### src/rtl/if_stage.sv
// ---------------------------------------------------------------------------
// if_stage : instruction-fetch stage of the 5-stage pipeline.
//
// Holds the program counter, presents it to instruction memory, and loads the
// returned word into the IF/ID pipeline register. The next PC is either
// PC+4 or the (word-aligned) branch target when the MEM-stage branch decision
// pcsrc is asserted. Also keeps a saturating count of fetched instructions.
//
// Ports
//   clk            in   rising-edge clock
//   rst_n          in   asynchronous active-low reset
//   pcsrc          in   branch taken; flushes IF/ID and redirects the PC
//   branch_target  in   branch target address from EX/MEM
//   stall          in   hazard-unit hold request
//   imem_addr      out  instruction-memory address (equals pc)
//   imem_data      in   instruction word for imem_addr, same cycle
//   pc             out  current program counter
//   if_id_instr    out  IF/ID instruction register
//   if_id_npc      out  IF/ID next-PC register (fetch PC + 4)
//   if_id_valid    out  IF/ID holds a real fetched instruction
//   fetch_count    out  saturating count of instructions loaded into IF/ID
// ---------------------------------------------------------------------------
module if_stage #(
    parameter int unsigned       WIDTH    = 32,
    parameter logic [WIDTH-1:0]  RESET_PC = 32'h0000_0000,
    parameter logic [WIDTH-1:0]  NOP      = 32'h0000_0000,
    parameter int unsigned       CNT_W    = 16
) (
    input  logic             clk,
    input  logic             rst_n,
    input  logic             pcsrc,
    input  logic [WIDTH-1:0] branch_target,
    input  logic             stall,
    output logic [WIDTH-1:0] imem_addr,
    input  logic [WIDTH-1:0] imem_data,
    output logic [WIDTH-1:0] pc,
    output logic [WIDTH-1:0] if_id_instr,
    output logic [WIDTH-1:0] if_id_npc,
    output logic             if_id_valid,
    output logic [CNT_W-1:0] fetch_count
);

    logic [WIDTH-1:0] r_pc;
    logic [WIDTH-1:0] r_instr;
    logic [WIDTH-1:0] r_npc;
    logic             r_valid;
    logic [CNT_W-1:0] r_count;

    logic [WIDTH-1:0] w_pc_plus4;
    logic [WIDTH-1:0] w_target_aligned;
    logic             w_count_sat;

    // Modulo 2^WIDTH: the top word wraps silently to address zero.
    assign w_pc_plus4       = r_pc + WIDTH'(4);
    assign w_target_aligned = {branch_target[WIDTH-1:2], 2'b00};
    assign w_count_sat      = &r_count;

    always_ff @(posedge clk or negedge rst_n) begin
        if (!rst_n) begin
            r_pc    <= RESET_PC;
            r_instr <= NOP;
            r_npc   <= '0;
            r_valid <= 1'b0;
            r_count <= '0;
        end else if (pcsrc) begin
            // A taken branch squashes the wrong-path fetch even while stalled.
            r_pc    <= w_target_aligned;
            r_instr <= NOP;
            r_npc   <= '0;
            r_valid <= 1'b0;
        end else if (!stall) begin
            r_pc    <= w_pc_plus4;
            r_instr <= imem_data;
            r_npc   <= w_pc_plus4;
            r_valid <= 1'b1;
            if (!w_count_sat) begin
                r_count <= r_count + CNT_W'(1);
            end
        end
    end

    assign imem_addr   = r_pc;
    assign pc          = r_pc;
    assign if_id_instr = r_instr;
    assign if_id_npc   = r_npc;
    assign if_id_valid = r_valid;
    assign fetch_count = r_count;

endmodule

### config.mk
export PLATFORM = sky130hd
export DESIGN_NAME = if_stage
export DESIGN_NICKNAME = d
export VERILOG_FILES = /design/src/rtl/if_stage.sv
export SDC_FILE = /design/constraint.sdc
export NUM_CORES = 1
export LEC_CHECK = 0
export CORE_MARGIN = 2
export CORE_UTILIZATION = 29
export CTS_BUF_LIST = sky130_fd_sc_hd__clkbuf_4
export CTS_CLUSTER_SIZE = 28
export DETAILED_ROUTE_END_ITERATION = 10
export PLACE_DENSITY_LB_ADDON = 0.3
export SYNTH_ARGS = -nofsm -noshare
export SYNTH_HDL_FRONTEND = slang
export SYNTH_SLANG_ARGS = --single-unit
### constraint.sdc
create_clock -name clk -period 2.5 [get_ports clk]
set_clock_uncertainty 0.05 [all_clocks]
set_input_delay 0.5 -clock clk [delete_from_list [all_inputs] [get_ports clk]]
set_output_delay 0.5 -clock clk [all_outputs]
set_load 0.01 [all_outputs]
==> impl_metrics.csv <==
group,metric,value,unit
synthesis,synth_seq_cells,110,
pwr,ir_drop,0.4536,mV
sta,slew-limit-headroom,0.6245,
sta,final.setup.tns,0,ps
routing,wire_per_inst,16.02,microns
synthesis,synth_top_area_share,0.4744,
sta,max_freq,427.0,MHz
cts,clock-sinks,110,
synthesis,synth.cell_area,5802,sq um
worst_setup_path,start_kind,"register",
cts,clk_latency,500,ps
placed_design,io_buffers,206,
synthesis,synth_edf_count,0,
floorplanning,boundaryPins,213,
synthesis,ys.flop_type,"dfrtp_1",
finish,syn2layout_area_growth,42.03,%
routing,drcViolationCount,0,
finish,fin_nets,859,
pwr,p_leak,3.371,nW
floorplanning,rows,51,
sta,fin_ws,158.0,ps
floorplanning,die_x,145.4,microns
sta,maxSlewViolCount,0,
sta,hold_viol,0,
synthesis,yosysSeqAreaShare,0.4744,
synthesis,synth_cells,611,
finish,num_antenna_cells,0,
sta,period_share,0.9368,
synthesis,syn_avg_cell_area,9.496,sq um
synthesis,yosys_warnings,0,
synthesis,yosysTopAreaCell,"dfrtp_1",
routing,routed_wl,16970,microns
floorplanning,chipHeight,145.4,microns
cts,cts_root_buffer,"clkbuf_4",
routing,drt-initial-drc-count,286,
global_route,grt_pass1_wl,27500,microns
worst_setup_path,required,2860,ps
pwr,power.density,539.4,nW/um^2
global_route,grt_pass1_vias,5117,
placed_design,gp_congestion,0.7631,
global_route,antenna_found_initial,0,
global_route,overflow,0,
routing,vias,5145,
global_route,grt_max_degree,65,
floorplanning,coreArea,19530,sq um
global_route,gr-usage-all-layers,0.1592,
synthesis,netlist_top_cells_area,"dfrtp_1 47%, mux2i_1 5.5%, nor2_1 5.4%, buf_4 4.8%, xor2_1 3.3%",
placed_design,dp_hpwl,12080,microns
routing,routed_via_density,4.858,
worst_setup_path,worstPathMaxFanout,20,
cts,cts_tree,"done",
sta,period_needed,2342,ps
finish,layout-drive-gt1-share,0.08060,
sta,worst_pin_slew,558.2,ps
cts,clockBufferDepth,2,
floorplanning,start_util,0.2971,
cts,cts_made_buffers,9,
synthesis,async_reset_ff_frac,1.000,
synthesis,synth.distinct_cells,50,
floorplanning,dieArea,21150,sq um
sta,setup_viol_count_final,0,
finish,layout_commonest_cell,"clkdlybuf4s50_1",
placed_design,dp_slack,119.9,ps
worst_setup_path,end_kind,"register",
job,cap_viol_max_count,0,
cts,htree_levels,3,
cts,clk_pin_slew,180,ps
cts,post-cts-setup-buffers,0,
routing,first_pass_iters,4,
sta,rsz0062_at_grt,"false",
finish,final_cell_mix,"203 x clkdlybuf4s50_1, 109 x dfrtp_1, 83 x nor2_1",
worst_setup_path,crit_type,"register to register",
min_path,hold_class,"input port to register",
routing,drtAntennaViolNets,0,
worst_setup_path,crit_arrival,2700,ps
status,status,"finished, final reports clean",
## cell usage after synthesis, drive strengths merged, types with 13 or more instances
library cell and n:
a31oi 15, buf 47, clkbuf 34, dfrtp 110, mux2i 32, nand2 43
nand3 20, nand4 17, nor2 83, nor3 14, nor4 15, o21ai 29
or4 13, xnor2 17, xor2 22
## power by group
part	leakage (nW)	total (mW)	internal [mW]	switching, mW
Clock	0.0915	1.09	0.421	0.666
Combinational	1.88	1.21	0.680	0.530
Sequential	1.40	2.15	1.95	0.202
## per-stage QoR
stage / instance area, sq um / util / std cells / power, mW / hold slack [ps]
2_1_floorplan: 5813 / - / 614 / 2.708 / 154.4
3_3_place_gp: 8058 / 0.4127 / 1042 / 3.393 / 415.4
3_5_place_dp: 8058 / 0.4127 / 1042 / 3.400 / 420.1
4_1_cts: 8239 / 0.4220 / 1059 / 4.516 / 211.6
5_1_grt: 8240 / 0.4220 / 1059 / 4.701 / 210.5
6_report: 8240 / 0.4220 / 1059 / 4.445 / 267.4
## critical path, stage by stage, from the launching register on
cell and delay (ps):
dfrtp_1 450, ha_1 230, nand3_1 120, or4_1 530, buf_4 220, or4_1 400
a311oi_1 270
## layout make-up
cell class	count	area [sq um]
Clock buffer	9	67.56
Clock inverter	7	103.9
Fill cell	1994	11290
Inverter	9	33.78
Multi-Input combinational cell	414	2575
Sequential cell	110	2754
Tap cell	265	331.6
Timing Repair Buffer	245	2375
## per-layer routing
metal / track usage / part of all wire / vias to the layer above
met2: 0.2609 / 0.47 / 163
li1: - / - / 2495
met4: 0.02843 / 0.0082 / 0
met5: 0 / 0 / -
met1: 0.2054 / 0.44 / 2476
met3: 0.05674 / 0.077 / 11
## path summary, 6_finish.rpt
kind                                               start                           to  slack (ps)  depth (start not counted)
worst min register to register   if_id_valid$_DFFE_PN0N_      if_id_valid$_DFFE_PN0N_         460                          1
min in group asynchronous                          rst_n    imem_addr[19]$_DFFE_PN0N_         410                          2
worst min-delay path                               pcsrc  if_id_instr[30]$_DFFE_PN0N_         270                          2
max in group asynchronous                          rst_n   if_id_instr[3]$_DFFE_PN0N_        1290                          3
worst max register to register  imem_addr[2]$_DFFE_PN0N_    if_id_npc[28]$_DFFE_PN0N_         160                          6
worst max-delay path            imem_addr[2]$_DFFE_PN0N_    if_id_npc[28]$_DFFE_PN0N_         160                          6
## flip-flops by register name, indices dropped and copies added (netlist names)
name,flops
imem_addr,30
if_id_npc,31
if_id_instr,32
fetch_count,16
if_id_valid,1
## what timing repair did
item / 4_1_cts / 5_1_grt
gates resized for setup: 0 / 1
endpoints found under the setup margin: 0 / 2
hold buffers: 1 / 0
hold endpoints to repair: 27 / 0
## cell families (layout without fill, tap and decap cells)
family          Yosys count  count (layout)  synth area share
mux                      33              33           0.05715
other cells               1               4         0.0006463
xor+xnor                 39              39           0.05887
compound gates           94              94            0.1085
simple gates            242             242            0.2124
fa+ha+maj                 2               2          0.004312
buf+inv                  90             270           0.08367
flops                   110             110            0.4744
No activity file was read; power rests on OpenSTA's default activity.
